==> src/rtl/alu_arbiter.sv <==
// alu_arbiter: round-robin sharing of one combinational ALU between two requesters.
// Define ALU_ARB_STATS_EN to add saturating per-requester grant counters.
module alu_arbiter #(
  parameter int WIDTH         = 4,
  parameter int SETTLE_CYCLES = 2
) (
  input  logic             clock,
  input  logic             reset,
  input  logic             req0,
  input  logic [2:0]       mode0,
  input  logic [WIDTH-1:0] a0,
  input  logic [WIDTH-1:0] b0,
  input  logic             c0,
  input  logic             req1,
  input  logic [2:0]       mode1,
  input  logic [WIDTH-1:0] a1,
  input  logic [WIDTH-1:0] b1,
  input  logic             c1,
  output logic             done0,
  output logic [WIDTH-1:0] result0,
  output logic             cout0,
  output logic             done1,
  output logic [WIDTH-1:0] result1,
  output logic             cout1,
  output logic [2:0]       alu_mode,
  output logic [WIDTH-1:0] alu_a,
  output logic [WIDTH-1:0] alu_b,
  output logic             alu_c,
  input  logic [WIDTH-1:0] alu_result,
  input  logic             alu_cout,
`ifdef ALU_ARB_STATS_EN
  output logic [7:0]       gnt_cnt0,
  output logic [7:0]       gnt_cnt1,
`endif
  output logic             busy
);
  localparam int CW = $clog2(SETTLE_CYCLES + 1);
  localparam logic [2:0] ZERO_MODE = 3'b110;
  typedef enum logic [1:0] {IDLE, WAIT, CAPTURE} state_t;
  state_t state, state_nx;
  logic [CW-1:0] cnt;
  logic gnt, last_grant, elig0, elig1, pick1, grant_any;
  always_comb begin
    elig0     = req0 & ~done0;
    elig1     = req1 & ~done1;
    pick1     = elig1 & (~elig0 | ~last_grant);
    grant_any = elig0 | elig1;
    state_nx  = state;
    state_nx  = (state == IDLE) ? (grant_any ? WAIT : IDLE) :
                (state == WAIT) ? ((cnt == '0) ? CAPTURE : WAIT) : IDLE;
  end
  assign busy = (state != IDLE);
  always_ff @(posedge clock or negedge reset)
    if (!reset) begin
      state      <= IDLE;
      cnt        <= '0;
      gnt        <= 1'b0;
      last_grant <= 1'b1;
      alu_mode   <= ZERO_MODE;
      alu_a      <= '0;
      alu_b      <= '0;
      alu_c      <= 1'b0;
      done0      <= 1'b0;
      done1      <= 1'b0;
      result0    <= '0;
      result1    <= '0;
      cout0      <= 1'b0;
      cout1      <= 1'b0;
`ifdef ALU_ARB_STATS_EN
      gnt_cnt0   <= '0;
      gnt_cnt1   <= '0;
`endif
    end else begin
      state <= state_nx;
      done0 <= 1'b0;
      done1 <= 1'b0;
      if (state == IDLE && grant_any) begin
        gnt      <= pick1;
        alu_mode <= pick1 ? mode1 : mode0;
        alu_a    <= pick1 ? a1 : a0;
        alu_b    <= pick1 ? b1 : b0;
        alu_c    <= pick1 ? c1 : c0;
        cnt      <= CW'(SETTLE_CYCLES - 1);
`ifdef ALU_ARB_STATS_EN
        if (!pick1 && gnt_cnt0 != 8'hff) gnt_cnt0 <= gnt_cnt0 + 8'd1;
        if (pick1 && gnt_cnt1 != 8'hff) gnt_cnt1 <= gnt_cnt1 + 8'd1;
`endif
      end
      if (state == WAIT && cnt != '0) cnt <= cnt - CW'(1);
      if (state == CAPTURE) begin
        if (gnt) begin
          result1 <= alu_result;
          cout1   <= alu_cout;
          done1   <= 1'b1;
        end else begin
          result0 <= alu_result;
          cout0   <= alu_cout;
          done0   <= 1'b1;
        end
        last_grant <= gnt;
        alu_mode   <= ZERO_MODE;
        alu_a      <= '0;
        alu_b      <= '0;
        alu_c      <= 1'b0;
      end
    end
endmodule

==> config.mk <==
export PLATFORM = sky130hd
export DESIGN_NAME = alu_arbiter
export DESIGN_NICKNAME = d
export VERILOG_FILES = /design/src/rtl/alu_arbiter.sv
export SDC_FILE = /design/constraint.sdc
export NUM_CORES = 1
export LEC_CHECK = 0
export ABC_AREA = 1
export CORE_UTILIZATION = 47
export CTS_BUF_LIST = sky130_fd_sc_hd__clkbuf_16
export DETAILED_ROUTE_END_ITERATION = 6
export PLACE_DENSITY = 0.95
export SYNTH_ARGS = -nofsm -noshare
export SYNTH_HDL_FRONTEND = slang
export SYNTH_SLANG_ARGS = --single-unit
==> constraint.sdc <==
create_clock -name clock -period 2.7 [get_ports clock]
set_input_delay 0.54 -clock clock [delete_from_list [all_inputs] [get_ports clock]]
set_output_delay 0.54 -clock clock [all_outputs]
set_load 0.05 [all_outputs]
Yosys cells after proc, flatten, opt, wreduce, memory -nomap -nowiden:

Index checks and enable logic that the tools add are counted.
W data, S select, Z words.

* bits in registers: 30
* input port bits: 33
* output and inout port bits: 25
* logic and storage cells: 59

* add/subtract/negate cells: 1
* equality and inequality tests: 2
* multiplexer cells: 22
* bitwise operators: 10
* reduce and logical (&&, ||, !) cells: 10

Operators with widths (number)
* $mux W4: 6
* $mux W2: 5
* $mux W3: 3
* $mux W1: 8
* $reduce_bool A2 Y1: 4
* $not A1 Y1: 5
* $logic_not A2 Y1: 2
* $reduce_and A2 Y1: 2
* $and A1 B1 Y1: 3
* $eq A2 B1 Y1 const B: 1
* $eq A2 B2 Y1 const B: 1
* $logic_and A1 B1 Y1: 2
* $or A1 B1 Y1: 2
* $sub A2 B1 Y2 const B: 1

Depth between registers and ports, before layout:

Gate-level depths: netlist of run 1.

* depth after elaboration: 8
* depth in mapped cells: 9
* depth with buffers taken out: 8

Worst setup path before layout of run 1:

OpenSTA, ideal clock, no wires.

* path kind: register -> register
* start point: register done1
* end point: register alu_a[0]
* arrival time: 1299 ps
* data required time: 2626 ps
* slack: 1327 ps
* cell stages (with the launch flop): 10
* buffers on the path: 1
* clock period less this slack: 1373 ps
* cells stage by stage: dfrtp_1 inv_1 nand2_1 nand2_2 nand2_4 nand2_4 inv_4 buf_12 nand2_4 o21ai_2

* word-level cells in the longest chain between the ends: 6
* elaborated cells between the ends (all ways): 9
* classes of those cells: mux: 3; bitwise: 4; reduce/logical: 2

Ends and longest elaborated chain
* from (decl): line 22 `output logic done1,`
* from (signal assigned): line 64 `done1 <= 1'b0;`
* from (signal assigned): line 76 `done1 <= 1'b0;`
* from (signal assigned): line 94 `done1 <= 1'b1;`
* $not A1 Y1 (*): line 45 `elig1 = req1 & ~done1;`
* $and A1 B1 Y1 (*): line 45
* $and A1 B1 Y1: line 46 `pick1 = elig1 & (~elig0 | ~last_grant);`
* $mux W4: line 80 `alu_a <= pick1 ? a1 : a0;`
* $mux W4: line 77 `if (state == IDLE && grant_any) begin`
* $mux W4: line 90 `if (state == CAPTURE) begin`
* to (signal assigned): line 80
* to (decl): line 26 `output logic [WIDTH-1:0] alu_a,`

Mark *: on every way between the ends. The rest lies on a longest branch, timed or not. The select of a mux whose other input is x is not followed.
A chain may end at the register's enable or synchronous reset.

Worst setup path after layout of run 1:

* start point: register state[1]
* end point: output port busy

* word-level cells in the longest chain between the ends: 1

Ends and longest elaborated chain
* from (decl): line 40 `state_t state, state_nx;`
* from (signal assigned): line 74 `state <= state_nx;`
* $reduce_bool A2 Y1: line 52 `assign busy = (state != IDLE);`
* to (decl): line 35 `output logic busy`

Every way passes these cells.

==> impl_results.md, run 1 <==
- # clock sinks: 30
- Post-route ant nets: 0
- Mapped Area: 1530 um2
- Post-cts sizing count: 0
- Clock Path Buffers: 2
- Fmax: 463 MHz
- Top-Level Pins: 58
- DP Wirelength: 2230 um
- Synth top area share: 44.2%
- Final setup fails: 0
- Status: completed
- FP Rows: 20
- Fin crit share: 80.0%
- First-pass GRT wire length: 5110 um
- Area Overhead vs Synth: 45.4%
- GPL Wtd Cong: 0.764
- Req. time, crit path: 2.16 ns
- #FFs+latches synth: 30
- CORE AREA: 3080 um2
- Synth warn: 0
- GRT Total Usage: 20.7%
- HP Class: reg2reg
- Vias in the first global route: 1168
- Relative slew slack: 65.2%
- Drt total wl: 3170 um
- Die X: 59.1 um
- Fin. Hold Viols: 0
- Max Slew Vio Count: 0
- CP arrival: 1.62 ns
- Final std cells w/o fill: 275
- Total power per unit cell area: 1390 nW/um2
- Leak pwr: 1.12 nW
- Clock Tree Root: clkbuf_16
- Die height: 59.1 um
- DP Cell Count: 267
- Initial antenna violation count: 0
- Design Area, Final: 2220 um2
- Mapped Cells: 171
- Synth top area cells: dfrtp_1, nand2_1, nand2_4, inv_1, dfstp_2
- Tightest Pin Transition: 0.520 ns
- Max Fanout on Critical Path: 4
- H-tree level count: 2
- Number of DRC violations after detailed-routing iteration 0: 35
- Residual DRC: 0
- Design Power: 3.10 mW
- Initial Utilization: 49.7%
- CP Capture Type: primary output
- Setup TNS Final: 0 ns
- Post-synthesis cell type count: 20
- Cts bufs inserted: 5
- Max VDD drop: 743 uV
- DIE AREA: 3490 um2
- Hold buffer count at cts: 0
- Setup bufs post-CTS: 0
- Via density per instance: 4.50
- TritonCTS clock tree: done
- Vias after detailed routing: 1238
- Clk slew on worst S/H paths: 0.05 ns
- Skew-Pair Late Insertion Delay: 0.27 ns
- Hold Slack: 0.469 ns
- Max-cap violations: 0
- Layout cells sized above 1: 17.3%
- Synthesized Nets: 205
- Sequential share of the synthesized area: 49.3%
- Min Tclk post-route: 2.16 ns
- Kind of critical path: reg2out
- Layout net count: 264
- DRT Pass-1 Iters: 4
- Post-DP Area: 2090 um2
- Largest net degree at the start of global routing: 31
- Mean Syn Cell Area: 8.95 um2
- Cell taking the most area after synthesis: dfrtp_1
- Number of diodes: 0
- Hold Path Stages: 2
- Routed len/inst: 11.5 um
- RSZ-0062 raised after global routing: false
- R2r worst-path depth: 5
- Skew final: 0.00366 ns
- Total global routing overflow: 0
- Worst setup SP type: register
- PortBufs: 57
==> where the power goes <==
| group | total (mW) | switching [mW] | leakage [nW] | internal (mW) |
|---|---|---|---|---|
| combinational | 1.75 | 1.16 | 0.681 | 0.593 |
| clock | 0.512 | 0.180 | 0.0724 | 0.332 |
| sequential | 0.840 | 0.157 | 0.363 | 0.683 |
| total | 3.10 | 1.49 | 1.12 | 1.61 |
==> worst max-delay path, cell delays in order, from the launching register on <==
cell             delay (ns)
dfrtp_1                0.41
nor2_2                 0.19
inv_1                  0.06
clkdlybuf4s50_1        0.69
==> flip-flops by register name, indices dropped and copies added, names as in the netlist <==
name        count
done0           1
alu_c           1
result0         4
result1         4
cout0           1
cnt             2
last_grant      1
gnt             1
alu_b           4
cout1           1
alu_mode        3
alu_a           4
state           2
done1           1
==> metrics by stage <==
step	setup WS, ns	utilization (%)
floorplan	1.33	-
global placement	0.829	67.8
detailed placement	0.807	67.8
CTS	0.526	72.3
global route	0.465	72.3
finish	0.540	72.3
==> logic make-up (layout without fill, tap and decap cells) <==
| group | Yosys count | after routing | synth area share [%] |
|---|---|---|---|
| fa+ha+maj | 1 | 1 | 0.818 |
| compound gates | 24 | 24 | 10.1 |
| buf+inv | 36 | 96 | 12.5 |
| simple gates | 80 | 80 | 27.2 |
| flops | 30 | 30 | 49.3 |
==> cells in the mapped netlist, drive strengths merged <==
cell / count
dfrtp: 27
buf: 6
ha: 1
nand3b: 1
dfstp: 3
nor3: 1
o22ai: 1
inv: 30
nand3: 5
nand2: 60
nor2: 13
o21ai: 23
==> layout by cell type (no fill, tap or decap) <==
master / synthesis / layout
nor3_1: 1 / 1
dfstp_2: 3 / 3
inv_4: 1 / 1
ha_1: 1 / 1
dfrtp_1: 27 / 27
o21ai_0: 4 / 4
clkinv_2: 0 / 1
nand2_4: 12 / 12
inv_1: 27 / 28
inv_2: 2 / 2
clkbuf_16: 0 / 5
o21ai_1: 10 / 10
o22ai_1: 1 / 1
nand3_1: 5 / 5
nor2_1: 11 / 11
buf_4: 0 / 1
nand2_2: 4 / 4
nand2_1: 44 / 44
clkdlybuf4s50_1: 0 / 57
o21ai_2: 9 / 9
clkinv_1: 0 / 1
nand3b_1: 1 / 1
nor2_2: 2 / 2
==> worst paths after layout <==
path | slack (ns) | startpoint | endpoint
worst min register to register | 0.47 | last_grant | last_grant
max in group asynchronous | 1.72 | reset | last_grant
worst min-delay path | 0.47 | last_grant | last_grant
worst max register to register | 1.34 | last_grant | alu_a[0]
min in group asynchronous | 0.66 | reset | alu_a[2]
worst max-delay path | 0.54 | state[1] | busy
==> layout make-up <==
type | instances | area, um2
flip-flops and latches | 30 | 754
well taps | 44 | 55.1
multi-input cells | 105 | 584
repair buffers | 58 | 578
clock buffers | 5 | 125
inverters | 30 | 115
fillers | 232 | 853
clock inverters | 3 | 12.5
==> metal layers <==
metal	part of all wire (%)	GRT usage (%)	routed length (um)
met1	43	22.7	1360
met2	50	36.7	1600
met3	5.4	7.21	172
met4	1.0	8.16	33
met5	0	0	0
Power figures use the tool's default switching activity.
==> inputs of run 2 (changes only) <==
--- a/config.mk
+++ b/config.mk
@@ -6,10 +6,10 @@
 export NUM_CORES = 1
 export LEC_CHECK = 0
 export ABC_AREA = 1
-export CORE_UTILIZATION = 47
+export CORE_UTILIZATION = 39
 export CTS_BUF_LIST = sky130_fd_sc_hd__clkbuf_16
 export DETAILED_ROUTE_END_ITERATION = 6
-export PLACE_DENSITY = 0.95
+export PLACE_DENSITY = 0.86
 export SYNTH_ARGS = -nofsm -noshare
 export SYNTH_HDL_FRONTEND = slang
 export SYNTH_SLANG_ARGS = --single-unit
==> constraint.sdc (replaced) <==
create_clock -name clock -period 1.95 [get_ports clock]
set_input_delay 0.39 -clock clock [delete_from_list [all_inputs] [get_ports clock]]
set_output_delay 0.39 -clock clock [all_outputs]
set_load 0.05 [all_outputs]
==> run 2 against run 1 <==
Utilization is 13 points lower. Sequential power is 38% higher. Global-route usage is 4.1 points lower. Critical path depth is 2 lower. Clock power is 36% higher. Wire length is 9.1% lower. Cell area is 0.28% lower. Power is 37% higher. Count of clock-buffer cells in the layout stayed put. Die area is 20% higher. Via count is 1.5% lower. Cell count is 1.5% higher. Critical path type unchanged. Largest cell class unchanged. Largest power group unchanged.
==> impl_results.md, run 2 (synthesized netlist as in run 1, its figures left out) <==
- DIE AREA: 4180 um2 (+20%)
- Number of DRC violations after detailed-routing iteration 0: 38 (+8.6%)
- Leak pwr: 1.13 nW (+0.86%)
- Hold Slack: 0.470 ns (+0.00169 ns)
- R2r worst-path depth: 5 (unchanged)
- Clock Path Buffers: 2 (unchanged)
- Hold path start: last_grant
- Clk slew on worst S/H paths: 0.05 ns (about the same)
- Area Overhead vs Synth: 45.0%
- Initial antenna violation count: 0 (unchanged)
- Layout net count: 264 (unchanged)
- H-tree level count: 2 (unchanged)
- Reg-to-reg endpoint: alu_b[2]
- Min Tclk post-route: 1.87 ns
- DP Wirelength: 2120 um (-5.3%)
- Relative slew slack: 67.0% (+1.8 points)
- Worst reg2reg setup slack: 0.59 ns (-0.75 ns)
- Setup bufs post-CTS: 0 (unchanged)
- Max Fanout on Critical Path: 2 (-2)
- Worst Hold End: last_grant
- CP arrival: 1.48 ns (-0.14 ns)
- GRT Total Usage: 16.6% (-4.1 points)
- DRT Pass-1 Iters: 3 (-1)
- Number of diodes: 0 (unchanged)
- Design Power: 4.24 mW (+37%)
- Post-route ant nets: 0 (unchanged)
- Status: completed
- Die height: 64.6 um (+9.4%)
- Tightest Pin Transition: 0.493 ns (-0.0265 ns)
- CORE AREA: 3720 um2 (+21%)
- CP Capture Type: primary output
- Critical Path Source: alu_a[3]
- Total global routing overflow: 0 (unchanged)
- Filler cells: 320 (+38%)
- Cell family with most CP delay: buffers and inverters
- Kind of critical path: reg2out
- Bufs and invs on worst path: 1 (-1)
- Hold Path Stages: 2 (unchanged)
- Reg2reg start: last_grant
- Routed len/inst: 10.3 um (-10%)
- Die X: 64.6 um (+9.4%)
- Max Slew Vio Count: 0 (unchanged)
- Final WS setup: 0.0788 ns (-0.462 ns)
- Drt total wl: 2880 um (-9.1%)
- Residual DRC: 0 (unchanged)
- Fmax: 534 MHz
- Most frequent cells in the layout: clkdlybuf4s50_1, nand2_1, inv_1, dfrtp_1, nand2_4
- Fin crit share: 96.0%
- Via density per instance: 4.37 (-2.9%)
- Setup TNS Final: 0 ns (unchanged)
- Post-cts sizing count: 0 (unchanged)
- Top-Level Pins: 58 (unchanged)
- Design Area, Final: 2220 um2 (-0.28%)
- GPL Wtd Cong: 0.707 (-7.5%)
- Total power per unit cell area: 1910 nW/um2 (+37%)
- First-pass GRT wire length: 5210 um (+1.9%)
- Fin. Hold Viols: 0 (unchanged)
- Crit-path slowest cell: clkdlybuf4s50_1
- TritonCTS clock tree: done
- Largest net degree at the start of global routing: 31 (unchanged)
- RSZ-0062 raised after global routing: false
- Skew final: 0.00566 ns (+0.00199 ns)
- Max VDD drop: 938 uV (+26%)
- Final setup fails: 0 (unchanged)
- Cts bufs inserted: 5 (unchanged)
- Post-DP Area: 2080 um2 (-0.24%)
- Vias after detailed routing: 1219 (-1.5%)
- FP Rows: 22 (+10%)
- Vias in the first global route: 1160 (-0.68%)
- Post-place setup slack: 0.198 ns (-0.609 ns)
- Most common cell after layout, fill and taps aside: clkdlybuf4s50_1
- Max-cap violations: 0 (unchanged)
- # clock sinks: 30 (unchanged)
- Slowest cell delay on critical path: 0.82 ns (+0.13 ns)
- Layout cells sized above 1: 18.6% (+1.3 points)
- PortBufs: 57 (unchanged)
- Clock Tree Root: clkbuf_16
- Skew-Pair Late Insertion Delay: 0.27 ns (about the same)
- Hold buffer count at cts: 0 (unchanged)
- Req. time, crit path: 1.56 ns (-0.60 ns)
- Initial Utilization: 41.2% (-8.5 points)
- CP Cell Sequence: clkdlybuf4s50_1
- HP Class: reg2reg
- Worst setup SP type: register
## run 2: final cells by class
cell class / instances / area (um2) / area share (%)
clock inverters: 3 / 11.3 / 0.508
inverters: 30 / 115 / 5.19
flip-flops and latches: 30 / 754 / 34.0
clock buffers: 5 / 125 / 5.64
multi-input cells: 105 / 584 / 26.3
repair buffers: 58 / 568 / 25.6
well taps: 48 / 60.1 / 2.71
## run 2: power by group
part	switching, mW	internal, mW
Combinational	1.58	0.805
Clock	0.238	0.456
Sequential	0.216	0.946
## run 2: through the flow
step,std cells,utilization (%)
global route,279,59.7
floorplan,171,-
CTS,279,59.7
global placement,271,56.0
finish,279,59.7
detailed placement,271,56.0
## run 2: how the worst max path moves through the flow
stage	end	cells after the start
4_1_cts	alu_a[3]	1
5_1_grt	alu_a[1]	1
3_3_place_gp	alu_c	6
3_5_place_dp	alu_b[2]	6
6_report	alu_a[3]	1
2_1_floorplan	alu_a[0]	9
## run 2: routing by layer
layer  GRT usage, %  share of wire, %  vias up
li1               -                 -      633
met4           5.00               1.1        0
met1           19.4                46      544
met2           27.6                46       37
met3           6.87               6.9        5
met5              0                 0        -
